$ cat config.mk
export PLATFORM = sky130hd
export DESIGN_NAME = module_display_arbiter
export DESIGN_NICKNAME = d
export VERILOG_FILES = /design/src/rtl/display_pkg.sv /design/src/rtl/module_rr_arbiter.sv /design/src/rtl/module_display_arbiter.sv
export SDC_FILE = /design/constraint.sdc
export NUM_CORES = 1
export LEC_CHECK = 0
export BUFFER_PORTS_ARGS = -buffer_cell sky130_fd_sc_hd__buf_4
export CORE_UTILIZATION = 32
export CTS_BUF_LIST = sky130_fd_sc_hd__clkbuf_4 sky130_fd_sc_hd__clkbuf_8
export CTS_CLUSTER_DIAMETER = 40
export DETAILED_ROUTE_END_ITERATION = 16
export SYNTH_ARGS = -nofsm -noshare
export SYNTH_HDL_FRONTEND = slang
export SYNTH_SLANG_ARGS = --single-unit
$ cat constraint.sdc
create_clock -name clk -period 3.7 [get_ports clk]
set_input_delay 0.74 -clock clk [delete_from_list [all_inputs] [get_ports clk]]
set_output_delay 0.74 -clock clk [all_outputs]
set_load 0.005 [all_outputs]
$ cat src/rtl/display_pkg.sv
// display_pkg
//   Shared types and constants for the display arbitration slice.
//   DISP_W           : width of one display word (4 hex digits).
//   disp_arb_state_t : arbiter FSM states (IDLE -> LOAD -> HOLD).
package display_pkg;

  localparam int unsigned DISP_W = 16;

  typedef enum logic [1:0] {
    IDLE = 2'd0,
    LOAD = 2'd1,
    HOLD = 2'd2
  } disp_arb_state_t;

endpackage

$ cat src/rtl/module_rr_arbiter.sv
// module_rr_arbiter
//   Combinational round-robin pick. Scans ptr+1, ptr+2, ... modulo N_REQ and
//   returns the first requester found.
//   req     : per-requester request, level
//   ptr     : index of the last winner
//   onehot  : one-hot winner (all zero when no request)
//   winner  : winner index (0 when no request)
//   any_req : at least one request is set
module module_rr_arbiter #(
  parameter int unsigned N_REQ = 4,
  parameter int unsigned PTR_W = $clog2(N_REQ)
) (
  input  logic [N_REQ-1:0] req,
  input  logic [PTR_W-1:0] ptr,
  output logic [N_REQ-1:0] onehot,
  output logic [PTR_W-1:0] winner,
  output logic             any_req
);

  logic found;

  always_comb begin
    onehot  = '0;
    winner  = '0;
    found   = 1'b0;
    any_req = |req;
    for (int unsigned k = 1; k <= N_REQ; k++) begin
      logic [PTR_W-1:0] idx;
      idx = PTR_W'((32'(ptr) + k) % N_REQ);
      if (!found && req[idx]) begin
        found       = 1'b1;
        winner      = idx;
        onehot[idx] = 1'b1;
      end
    end
  end

endmodule

$ cat src/rtl/module_display_arbiter.sv
// module_display_arbiter
//   Time-shares the 7-segment display interface between N_REQ requesters.
//   The round-robin winner's word is written to the display register and kept
//   for at least HOLD_CYCLES before the display is granted again.
//   clk       : system clock, rising edge
//   rst       : asynchronous reset, active-low
//   req       : per-requester display request, level
//   req_data  : flattened words, slice i = [i*DATA_W +: DATA_W]
//   ack       : one-hot 1-cycle pulse when a requester's word is written
//   grant     : one-hot owner of the display during LOAD+HOLD
//   disp_data : word for the display register (data_in)
//   disp_we   : 1-cycle write strobe (we)
//   busy      : high while in LOAD or HOLD
module module_display_arbiter
  import display_pkg::*;
#(
  parameter int unsigned N_REQ       = 4,
  parameter int unsigned DATA_W      = DISP_W,
  parameter int unsigned HOLD_CYCLES = 10_000_000
) (
  input  logic                    clk,
  input  logic                    rst,
  input  logic [N_REQ-1:0]        req,
  input  logic [N_REQ*DATA_W-1:0] req_data,
  output logic [N_REQ-1:0]        ack,
  output logic [N_REQ-1:0]        grant,
  output logic [DATA_W-1:0]       disp_data,
  output logic                    disp_we,
  output logic                    busy
);

  localparam int unsigned PTR_W = $clog2(N_REQ);
  localparam int unsigned CNT_W = $clog2(HOLD_CYCLES + 1);
  localparam logic [CNT_W-1:0] CNT_LOAD = CNT_W'(HOLD_CYCLES - 1);
  localparam logic [PTR_W-1:0] PTR_RST  = PTR_W'(N_REQ - 1);

  disp_arb_state_t   state;
  logic [CNT_W-1:0]  cnt;
  logic [PTR_W-1:0]  ptr;
  logic [N_REQ-1:0]  win_onehot;
  logic [PTR_W-1:0]  win_idx;
  logic              any_req;
  logic              take;
  logic [DATA_W-1:0] req_words [N_REQ];

  always_comb begin
    for (int unsigned i = 0; i < N_REQ; i++) begin
      req_words[i] = req_data[i*DATA_W +: DATA_W];
    end
  end

  module_rr_arbiter #(
    .N_REQ (N_REQ),
    .PTR_W (PTR_W)
  ) u_rr (
    .req     (req),
    .ptr     (ptr),
    .onehot  (win_onehot),
    .winner  (win_idx),
    .any_req (any_req)
  );

  // Arbitration happens in IDLE and also on the last HOLD cycle, so with
  // continuous requests the next LOAD follows HOLD directly and each word is
  // on screen for exactly HOLD_CYCLES+1 cycles.
  assign take = any_req && ((state == IDLE) || ((state == HOLD) && (cnt == '0)));

  always_ff @(posedge clk or negedge rst) begin
    if (!rst) begin
      state     <= IDLE;
      cnt       <= '0;
      ptr       <= PTR_RST;
      ack       <= '0;
      grant     <= '0;
      disp_data <= '0;
      disp_we   <= 1'b0;
      busy      <= 1'b0;
    end else begin
      disp_we <= 1'b0;
      ack     <= '0;
      case (state)
        IDLE: ;
        LOAD: begin
          cnt   <= CNT_LOAD;
          state <= HOLD;
        end
        HOLD: begin
          if (cnt == '0) begin
            state <= IDLE;
            grant <= '0;
            busy  <= 1'b0;
          end else begin
            cnt <= cnt - 1'b1;
          end
        end
        default: begin
          state <= IDLE;
          grant <= '0;
          busy  <= 1'b0;
        end
      endcase
      // A new grant overrides the IDLE/HOLD-exit updates above.
      if (take) begin
        state     <= LOAD;
        disp_data <= req_words[win_idx];
        grant     <= win_onehot;
        ack       <= win_onehot;
        disp_we   <= 1'b1;
        busy      <= 1'b1;
        ptr       <= win_idx;
      end
    end
  end

endmodule

=== After elaboration in Yosys (flattened, before gate mapping) ===
Cells that the tools add are included.
W data, S select, Z words.

* Memories: 0
* Memory bits (read-only): 0
* Output and inout port bits: 26
* Latch bits: 0
* Bits in writable memories: 0
* Input port bits: 70
* Logic and storage cells: 96
* Flip-flop bits (word level): 54

* $lt $le $gt $ge: 9
* Div/mod/pow operators: 0
* $add $sub $neg: 5
* Shift-type cells: 0
* Equality and inequality tests: 6
* Reductions and logical operators: 21
* Multipliers: 0
* Muxes and demuxes: 43
* Bitwise gates (word level): 4

{| class="wikitable"
|+ Operator list
! cell !! count
|-
| $pmux W24 S2 || 1
|-
| $bmux W16 S2 || 1
|-
| $mux W16 || 2
|-
| $mux W4 || 7
|-
| $logic_not A24 Y1 || 1
|-
| $mux W24 || 1
|-
| $sub A24 B1 Y24 const B || 1
|-
| $mux W1 || 14
|-
| $lt A2 B3 Y1 const B || 4
|-
| $mux W2 || 6
|-
| $or A4 B4 Y4 || 3
|-
| $logic_and A1 B1 Y1 || 9
|-
| $bmux W1 S2 || 4
|-
| $demux W1 S2 || 4
|-
| $ge A2 B1 Y1 const B || 4
|-
| $pmux W4 S2 || 1
|-
| $pmux W2 S3 || 1
|-
| $reduce_and A2 Y1 || 3
|-
| $add A2 B1 Y2 const B || 2
|-
| $add A2 B2 Y2 const B || 2
|-
| $ne A2 B2 Y1 const B || 2
|-
| $reduce_or A4 Y1 || 1
|-
| $ge A3 B3 Y1 const B || 1
|-
| $logic_not A1 Y1 || 3
|-
| other kinds (10) || 10
|}

=== Depth between registers and ports, before layout ===
Gate-level depths: netlist (run 1).

* Depth after elaboration: 17
* Gate-level depth with buffers: 11
* Depth with buffers taken out: 9

=== By module ===
Synthesis (run 1) repeated with hierarchy kept, for this count alone.

* Cells, all modules: 311
* Area total of the unflattened synthesis: 3,450.8 um^2

{| class="wikitable"
|+ By module, submodules not included
! module !! instances !! area an instance (um^2) !! cells an instance
|-
| module_display_arbiter || 1 || 2,910.3 || 241
|-
| module_rr_arbiter || 1 || 540.5 || 70
|}

=== Least setup slack after synthesis (run 1) ===
Ideal clock, no wire load.

* Path kind: register to register
* Start: register ptr[0]
* End: register disp_data[2]
* Required time: 3.565 ns
* Stages on the path, launching flop included: 12
* Data arrival time: 3.023 ns
* Setup time: 0.135 ns
* Slack: 0.543 ns
* Cell sequence: dfstp_2 -> buf_2 -> inv_1 -> ha_1 -> mux4_2 -> nor2b_4 -> buf_6 -> or4_4 -> buf_6 -> and3_1 -> a211oi_1 -> o31ai_1

* Cells in the longest elaborated chain, start to end: 17
* Elaborated cells between the ends (all ways): 29

{| class="wikitable"
|+ Ends and longest elaborated chain
! what !! line !! source
|-
| start, declared || module_display_arbiter.sv:39 || <nowiki>logic [PTR_W-1:0] ptr;</nowiki>
|-
| start signal, assigned || module_display_arbiter.sv:110 || <nowiki>ptr <= win_idx;</nowiki>
|-
| $add A2 B1 Y2 || module_rr_arbiter.sv:29 || <nowiki>idx = PTR_W'((32'(ptr) + k) % N_REQ);</nowiki>
|-
| $bmux W1 S2 || module_rr_arbiter.sv:30 || <nowiki>if (!found && req[idx]) begin</nowiki>
|-
| $mux W1 (implied by the code) || module_rr_arbiter.sv:30 ||
|-
| $mux W1 || module_rr_arbiter.sv:30 ||
|-
| $logic_not A1 Y1 || module_rr_arbiter.sv:30 ||
|-
| $logic_and A1 B1 Y1 || module_rr_arbiter.sv:30 ||
|-
| $mux W1 || module_rr_arbiter.sv:30 ||
|-
| $logic_not A1 Y1 || module_rr_arbiter.sv:30 ||
|-
| $logic_and A1 B1 Y1 || module_rr_arbiter.sv:30 ||
|-
| $mux W1 || module_rr_arbiter.sv:30 ||
|-
| $logic_not A1 Y1 || module_rr_arbiter.sv:30 ||
|-
| $logic_and A1 B1 Y1 || module_rr_arbiter.sv:30 ||
|-
| $mux W2 (*) || module_rr_arbiter.sv:30 ||
|-
| $not A2 Y3 (implied by the code) (*) || module_display_arbiter.sv:105 || <nowiki>disp_data <= req_words[win_idx];</nowiki>
|-
| $bmux W16 S2 (*) || module_display_arbiter.sv:105 ||
|-
| $mux W16 (implied by the code) (*) (2 in a row) || module_display_arbiter.sv:105 ||
|-
| end signal, assigned || module_display_arbiter.sv:105 ||
|-
| end, declared || module_display_arbiter.sv:27 || <nowiki>output logic [DATA_W-1:0] disp_data,</nowiki>
|}

Mark *: on every way between the ends. The rest lies on a longest branch, timed or not. The select of a mux whose other input is x is not followed.
A chain may end at the register's enable or synchronous reset.

=== Final worst setup path (run 1) ===
* Start: register ptr[0]
* End: register disp_data[0]

Same word-level chain as after synthesis.

==> summary.md, run 1 <==
| Metric | Value |
|---|---|
| Run status | `finished clean` |
| Total vias in the final route | `3,074` |
| Fillers | `1,019` |
| CP arrival | `3.59 ns` |
| Insertion delay to the later sink of the worst-skew pair | `0.31 ns` |
| Unrepaired setup endpoints after global routing | `false` |
| Leakage power figure | `1.90 nW` |
| Number of DRC violations after detailed-routing iteration 0 | `107` |
| Share of layout cells above drive strength 1 | `29.8%` |
| Synthesis Warnings | `0` |
| Remaining Overflow, GRT | `0` |
| Main synth FF type | `sky130_fd_sc_hd__dfrtp_1` |
| Global router's overall resource usage | `16.8%` |
| Design internal power | `1.95 mW` |
| Count of antenna-violating nets left after detailed routing | `0` |
| Post-synthesis async set-or-reset flop share | `100%` |
| Clock tree from TritonCTS | `yes` |
| Number of rows in the core area | `37` |
| Area enclosed by the die boundary | `0.0111 sq mm` |
| Final WL | `8.74 mm` |
| Post-Syn Instances | `359` |
| Initial antenna violation count | `0` |
| Final core area utilization | `41.8%` |
| Worst-case clock skew | `0.0129 ns` |
| Avg Vias per Cell | `5.35` |
| H-tree depth reported by CTS | `2` |
| Syn_nets | `439` |
| Number of max-cap violations | `0` |
| Clock tree buffer depth | `2` |
| Clock transition time at the flip-flop clock pins of the worst setup and hold paths | `0.10 ns` |
| Port Buf Inserts | `95` |
| Weighted congestion reported at the end of routability-driven placement | `0.857` |
| Number of pins with negative max-slew slack in the final report | `0` |
| Area growth from synthesis to layout | `26.2%` |
| Mean Syn Cell Area | `9.52 sq um` |
| Switching power total | `1.53 mW` |
| Crit path max fanout | `33` |
| Shortest clock period the worst path allows after layout | `3.37 ns` |
| Startpoint type of the worst setup path | `register` |
| Core area | `0.0103 sq mm` |
| Netlist Area Pre-Place | `0.00342 sq mm` |
| Transition time at the pin with the least slew margin | `0.972 ns` |
| Clock Root Buffer | `sky130_fd_sc_hd__clkbuf_8` |
| NumNets Final | `518` |
| Sequential share of power | `26.6%` |
| Total Neg Setup Slack | `0 ns` |
| Switch share | `43.9%` |
| Kind of critical path | `register to register` |
| Die Span Y | `105 um` |
| Num ports | `96` |
| Period utilisation layout | `91.2%` |
| Highest achievable clock rate | `296 MHz` |
| Number of sinks driven by the clock tree | `54` |
| Max-slew headroom at the worst pin | `35.2%` |
| Setup Viol. Count Final | `0` |
| Clock power frac | `14.0%` |
| Type of destination of the critical path | `register` |
| Global-route wire length before repair | `15.3 mm` |
| Kind of path behind the tightest hold check | `primary input to asynchronous set/reset pin` |
| Detailed placement HPWL | `6.47 mm` |
| Starting Density | `33.1%` |
| Sequential share of the synthesized area | `39.6%` |
| Via count of the first global-routing pass | `3,115` |
| Detailed-routing iteration count for the pre-antenna-repair pass | `4` |
| Pin count of the biggest net entering global routing | `55` |
| Worst IR Drop VDD | `0.000504 V` |
| DRC violation count after routing | `0` |
| FF+latch count, synth | `54` |
| Number of enable flip-flop cells after synthesis | `0` |
| Overall die width | `105 um` |
| Number of hold-slack violations in the final timing report | `0` |
| Power density relative to cell area | `806 mW/mm^2` |
| Gate power share | `59.4%` |
| Distinct cell type count after synthesis | `53` |
| Worst path required time | `3.91 ns` |
| Number of buffers created by CTS | `5` |
| Routed wirelength normalized by instance count | `15.2 um` |
| Number of diodes added for antenna fixing | `0` |
-- final timing paths --
check / to / depth (start not counted) / start / slack [ns]
worst max-delay path: disp_data[0]$_DFFE_PN0P_ / 8 / ptr[0]$_DFFE_PN1P_ / 0.33
worst min-delay path: cnt[21]$_DFFE_PN0P_ / 1 / rst / 0.47
worst max register to register: disp_data[0]$_DFFE_PN0P_ / 8 / ptr[0]$_DFFE_PN1P_ / 0.33
worst min register to register: grant[2]$_DFFE_PN0P_ / 1 / grant[2]$_DFFE_PN0P_ / 0.49
max in group asynchronous: state[1]$_DFFE_PN0P_ / 1 / rst / 2.77
min in group clk: grant[2]$_DFFE_PN0P_ / 1 / grant[2]$_DFFE_PN0P_ / 0.49
-- registers in the layout (all words and copies together) (netlist names) --
name and flops:
ack 4, busy 1, cnt 24, disp_data 16, disp_we 1, grant 4
ptr 2, state 2
-- Yosys cell counts, drive strengths merged, types with 8 or more instances --
master / number / area, sq um
dfrtp: 52 / 1300
nand2: 37 / 146
a211oi: 34 / 285
and3: 33 / 206
nor2: 19 / 71.3
o31ai: 18 / 135
buf: 14 / 116
o21ai: 13 / 68.8
clkbuf: 12 / 45.0
ha: 10 / 125
a22oi: 9 / 72.6
nand3: 9 / 45.0
nor3: 8 / 40.0
xor2: 8 / 70.1
-- kinds of logic (layout without fill, tap and decap cells) --
| logic type | count (synthesis) | count (layout) | synth area share (%) |
|---|---|---|---|
| XOR/XNOR | 11 | 11 | 2.82 |
| buffers and inverters | 33 | 113 | 5.49 |
| flip-flops | 54 | 54 | 39.6 |
| AND/OR/NAND/NOR | 145 | 145 | 23.6 |
| multiplexers | 4 | 4 | 2.27 |
| AO/OA/AOI/OAI | 102 | 102 | 22.6 |
| adder cells (fa/ha/maj) | 10 | 10 | 3.66 |
-- metal layers --
metal	vias to the layer above	track usage (%)	routed length [um]
met5	-	0	0
met4	0	4.63	188
met3	20	4.95	632
met2	117	27.3	4100
met1	1434	21.6	3820
li1	1503	-	-
-- worst max-delay path, stage by stage (launching register included) --
cell and delay (ns):
sky130_fd_sc_hd__dfstp_2 0.74, sky130_fd_sc_hd__inv_1 0.23, sky130_fd_sc_hd__ha_1 0.45, sky130_fd_sc_hd__mux4_2 0.36
sky130_fd_sc_hd__nor2b_4 0.18, sky130_fd_sc_hd__or4_4 0.67, sky130_fd_sc_hd__nand2_8 0.26, sky130_fd_sc_hd__a211oi_1 0.11
sky130_fd_sc_hd__o31ai_1 0.28
-- stage by stage --
step / instances / hold WS, ns / area, sq um / power, mW / setup WS (ns)
floorplan: 359 / 0.444 / 3420 / 2.49 / 0.543
global placement: 567 / 0.465 / 4160 / 2.96 / 0.331
detailed placement: 567 / 0.472 / 4160 / 2.99 / 0.222
CTS: 575 / 0.496 / 4300 / 3.49 / 0.236
global route: 575 / 0.521 / 4310 / 3.79 / 0.0196
finish: 575 / 0.469 / 4310 / 3.47 / 0.326
-- power by group through the flow --
stage	clock, mW	combinational [mW]	sequential, mW
after floorplan	0	1.59	0.898
after global placement	0	2.03	0.931
after detailed placement	0	2.06	0.934
after CTS	0.501	2.06	0.927
after global routing	0.521	2.31	0.956
final	0.488	2.06	0.923
-- cell usage in the layout (no fill, tap or decap), drive strengths merged, types with 9 or more instances in the layout --
cell type and count:
and3 33, nand2 37, a22oi 9, nand3 9, o21ai 13, ha 10
o31ai 18, buf 98, dfrtp 52, nor2 19, a211oi 34
-- area by class of cell --
cell class              instances  area, sq um  share of cell area [%]
clock buffers                   6         82.6                    1.91
clock inverters                 2         60.1                    1.39
inverters                       7         26.3                   0.609
multi-input cells             272         1880                    43.7
flip-flops and latches         54         1350                    31.4
well taps                     136          170                    3.95
repair buffers                 98          736                    17.1
-- what timing repair did --
item                                    in CTS  in global routing
setup buffers                                0                  0
gates resized for setup                      0                  1
endpoints found under the setup margin       0                 11
hold buffers                                 0                  0
Power figures use the tool's default switching activity.
==> inputs of run 2 (changes only) <==
- CELL_PAD_IN_SITES_DETAIL_PLACEMENT: unset -> 1
- CELL_PAD_IN_SITES_GLOBAL_PLACEMENT: unset -> 1
- PLACE_DENSITY_LB_ADDON: unset -> 0.1
==> run 2 against run 1 <==
Register-to-register slack got worse by 0.04 ns. Fmax fell by 1.1%. Flip-flop and latch count did not move. Combinational power rose by 4%. Largest power group unchanged.
==> summary.md, run 2 (same netlist as run 1, synthesis figures left out) <==
| Metric | Value |
|---|---|
| Highest achievable clock rate | `293 MHz` |
| Largest registers | `cnt: 24 flops, disp_data: 16 flops` |
| Number of diodes added for antenna fixing | `0` |
| Total power | `3.49 mW` |
| CP arrival | `3.63 ns` |
| Unrepaired setup endpoints after global routing | `false` |
| Met3 track demand over resource | `4.14%` |
| Type of destination of the critical path | `register` |
| Met2 Use GR | `32.1%` |
| Shortest clock period the worst path allows after layout | `3.41 ns` |
| End of the worst register-to-register path | `disp_data[7]$_DFFE_PN0P_` |
| Number of buffers inserted for hold repair after clock tree synthesis | `0` |
| Crit path capture | `disp_data[7]$_DFFE_PN0P_` |
| Worst path required time | `3.92 ns` |
| Worst-case clock skew | `0.00524 ns` |
| Total Neg Setup Slack | `0 ns` |
| Area enclosed by the die boundary | `0.0111 sq mm` |
| Highest-count cells in the layout ignoring fill and taps | `101 x sky130_fd_sc_hd__buf_4, 52 x sky130_fd_sc_hd__dfrtp_1, 36 x sky130_fd_sc_hd__nand2_1` |
| Overall die width | `105 um` |
| Clock transition time at the flip-flop clock pins of the worst setup and hold paths | `0.11 ns` |
| Setup Viol. Count Final | `0` |
| Number of rows in the core area | `37` |
| Final instance count without filler cells | `578` |
| Total vias in the final route | `3,098` |
| Insertion delay to the later sink of the worst-skew pair | `0.31 ns` |
| Clock tree buffer depth | `2` |
| Detailed placement HPWL | `7.16 mm` |
| Worst IR Drop VDD | `0.000443 V` |
| Number of buffers created by CTS | `5` |
| Transition time at the pin with the least slew margin | `0.732 ns` |
| Power density relative to cell area | `811 mW/mm^2` |
| Weighted congestion reported at the end of routability-driven placement | `0.878` |
| FF-to-FF Start | `ptr[0]$_DFFE_PN1P_` |
| Share of layout cells above drive strength 1 | `30.3%` |
| R2R depth | `8` |
| Via count of the first global-routing pass | `3,290` |
| Detailed-routing iteration count for the pre-antenna-repair pass | `4` |
| Count of antenna-violating nets left after detailed routing | `0` |
| Cells along the critical path | `inv_1 -> ha_1 -> mux4_2 -> nor2b_4 -> or4_4 -> nand2_8 -> a211oi_1 -> o31ai_1` |
| Critical path's slowest cell | `sky130_fd_sc_hd__dfstp_2` |
| DRC violation count after routing | `0` |
| Post-route setup slack | `0.290 ns` |
| Run status | `finished clean` |
| Max incr delay on CP | `0.75 ns` |
| Core area | `0.0103 sq mm` |
| Area after DPL | `0.00418 sq mm` |
| Global router's overall resource usage | `18.1%` |
| Crit path max fanout | `33` |
| NumNets Final | `521` |
| WHS | `0.485 ns` |
| Period utilisation layout | `92.2%` |
| Kind of path behind the tightest hold check | `primary input to asynchronous set/reset pin` |
| Avg Vias per Cell | `5.36` |
| Number of max-cap violations | `0` |
| Pin count of the biggest net entering global routing | `55` |
| Max reg flops | `24` |
| Startpoint type of the worst setup path | `register` |
| Placement-stage worst setup slack | `0.184 ns` |
| Port Buf Inserts | `95` |
| Number of sinks driven by the clock tree | `54` |
| Area growth from synthesis to layout | `26.0%` |
| Number of pins with negative max-slew slack in the final report | `0` |
| Num ports | `96` |
| Register ranked first by flip-flop count | `cnt` |
| Final core area utilization | `41.7%` |
| Slack of the worst reg-to-reg path | `0.29 ns` |
| Met1 Resource Use GR | `22.3%` |
| Finished Cell Area | `0.00431 sq mm` |
| Worst setup path startpoint | `ptr[0]$_DFFE_PN1P_` |
| Die Span Y | `105 um` |
| Final WL | `9.92 mm` |
| Number of placed instances, taps included | `570` |
| Clock tree from TritonCTS | `yes` |
| Starting Density | `33.1%` |
| Most common cell after layout, fill and taps aside | `sky130_fd_sc_hd__buf_4` |
| Initial antenna violation count | `0` |
| Number of hold-slack violations in the final timing report | `0` |
| Kind of critical path | `register to register` |
| Remaining Overflow, GRT | `0` |
| Number of DRC violations after detailed-routing iteration 0 | `75` |
| Routed wirelength normalized by instance count | `17.2 um` |
| Leakage power figure | `1.90 nW` |
| Max-slew headroom at the worst pin | `51.2%` |
| Clock Root Buffer | `sky130_fd_sc_hd__clkbuf_8` |
| Gr busiest metal | `met2` |
| H-tree depth reported by CTS | `2` |
| Global-route wire length before repair | `16.2 mm` |
[run 2: cell types whose count changed in the layout (fill, tap and decap cells not counted), sizes merged]
| cell | delta |
|---|---|
| buf | +3 |
| clkinvlp | +1 |
| bufinv | -1 |
[run 2: routing by layer]
layer | vias to the layer above | wire, um
met3 | 6 | 445
met1 | 1528 | 4490
met2 | 57 | 4910
li1 | 1507 | -
met5 | - | 0
met4 | 0 | 80
[run 2: worst min path at each step]
| stage | start | end | cells after the start | slack, ns |
|---|---|---|---|---|
| after CTS | busy$_DFFE_PN0P_ | busy$_DFFE_PN0P_ | 2 | 0.49 |
| after global placement | busy$_DFFE_PN0P_ | busy$_DFFE_PN0P_ | 2 | 0.46 |
| after global routing | grant[0]$_DFFE_PN0P_ | grant[0]$_DFFE_PN0P_ | 1 | 0.53 |
| after floorplan | rst | ack[0]$_DFF_PN0_ | 0 | 0.44 |
| after detailed placement | busy$_DFFE_PN0P_ | busy$_DFFE_PN0P_ | 2 | 0.47 |
| final | rst | cnt[18]$_DFFE_PN0P_ | 1 | 0.49 |
[run 2: area by class of cell]
class,instances,area [sq um]
Fill cell,1218,6020
Multi-Input combinational cell,272,1880
Sequential cell,54,1350
Timing Repair Buffer,101,758
Tap cell,136,170
Clock buffer,6,76.3
Clock inverter,2,37.5
Inverter,7,26.3
[run 2: where the power goes]
group | internal, mW | switching, mW | leakage [nW] | total (mW)
clock | 0.210 | 0.208 | 0.0548 | 0.418
combinational | 0.919 | 1.23 | 1.20 | 2.15
sequential | 0.780 | 0.146 | 0.641 | 0.925
total | 1.91 | 1.58 | 1.90 | 3.49
[run 2: what timing repair did]
item / in CTS / in global routing
gates resized for setup: 0 / 1
endpoints found under the setup margin: 0 / 9
setup buffers: 0 / 0
[run 2: worst max-delay path, delay by kind of cell, from the launching register on]
| family | cells | cell delay [ns] |
|---|---|---|
| mux | 1 | 0.36 |
| fa+ha+maj | 1 | 0.45 |
| buf+inv | 1 | 0.23 |
| compound gates | 2 | 0.38 |
| simple gates | 3 | 1.13 |
| flops | 1 | 0.75 |
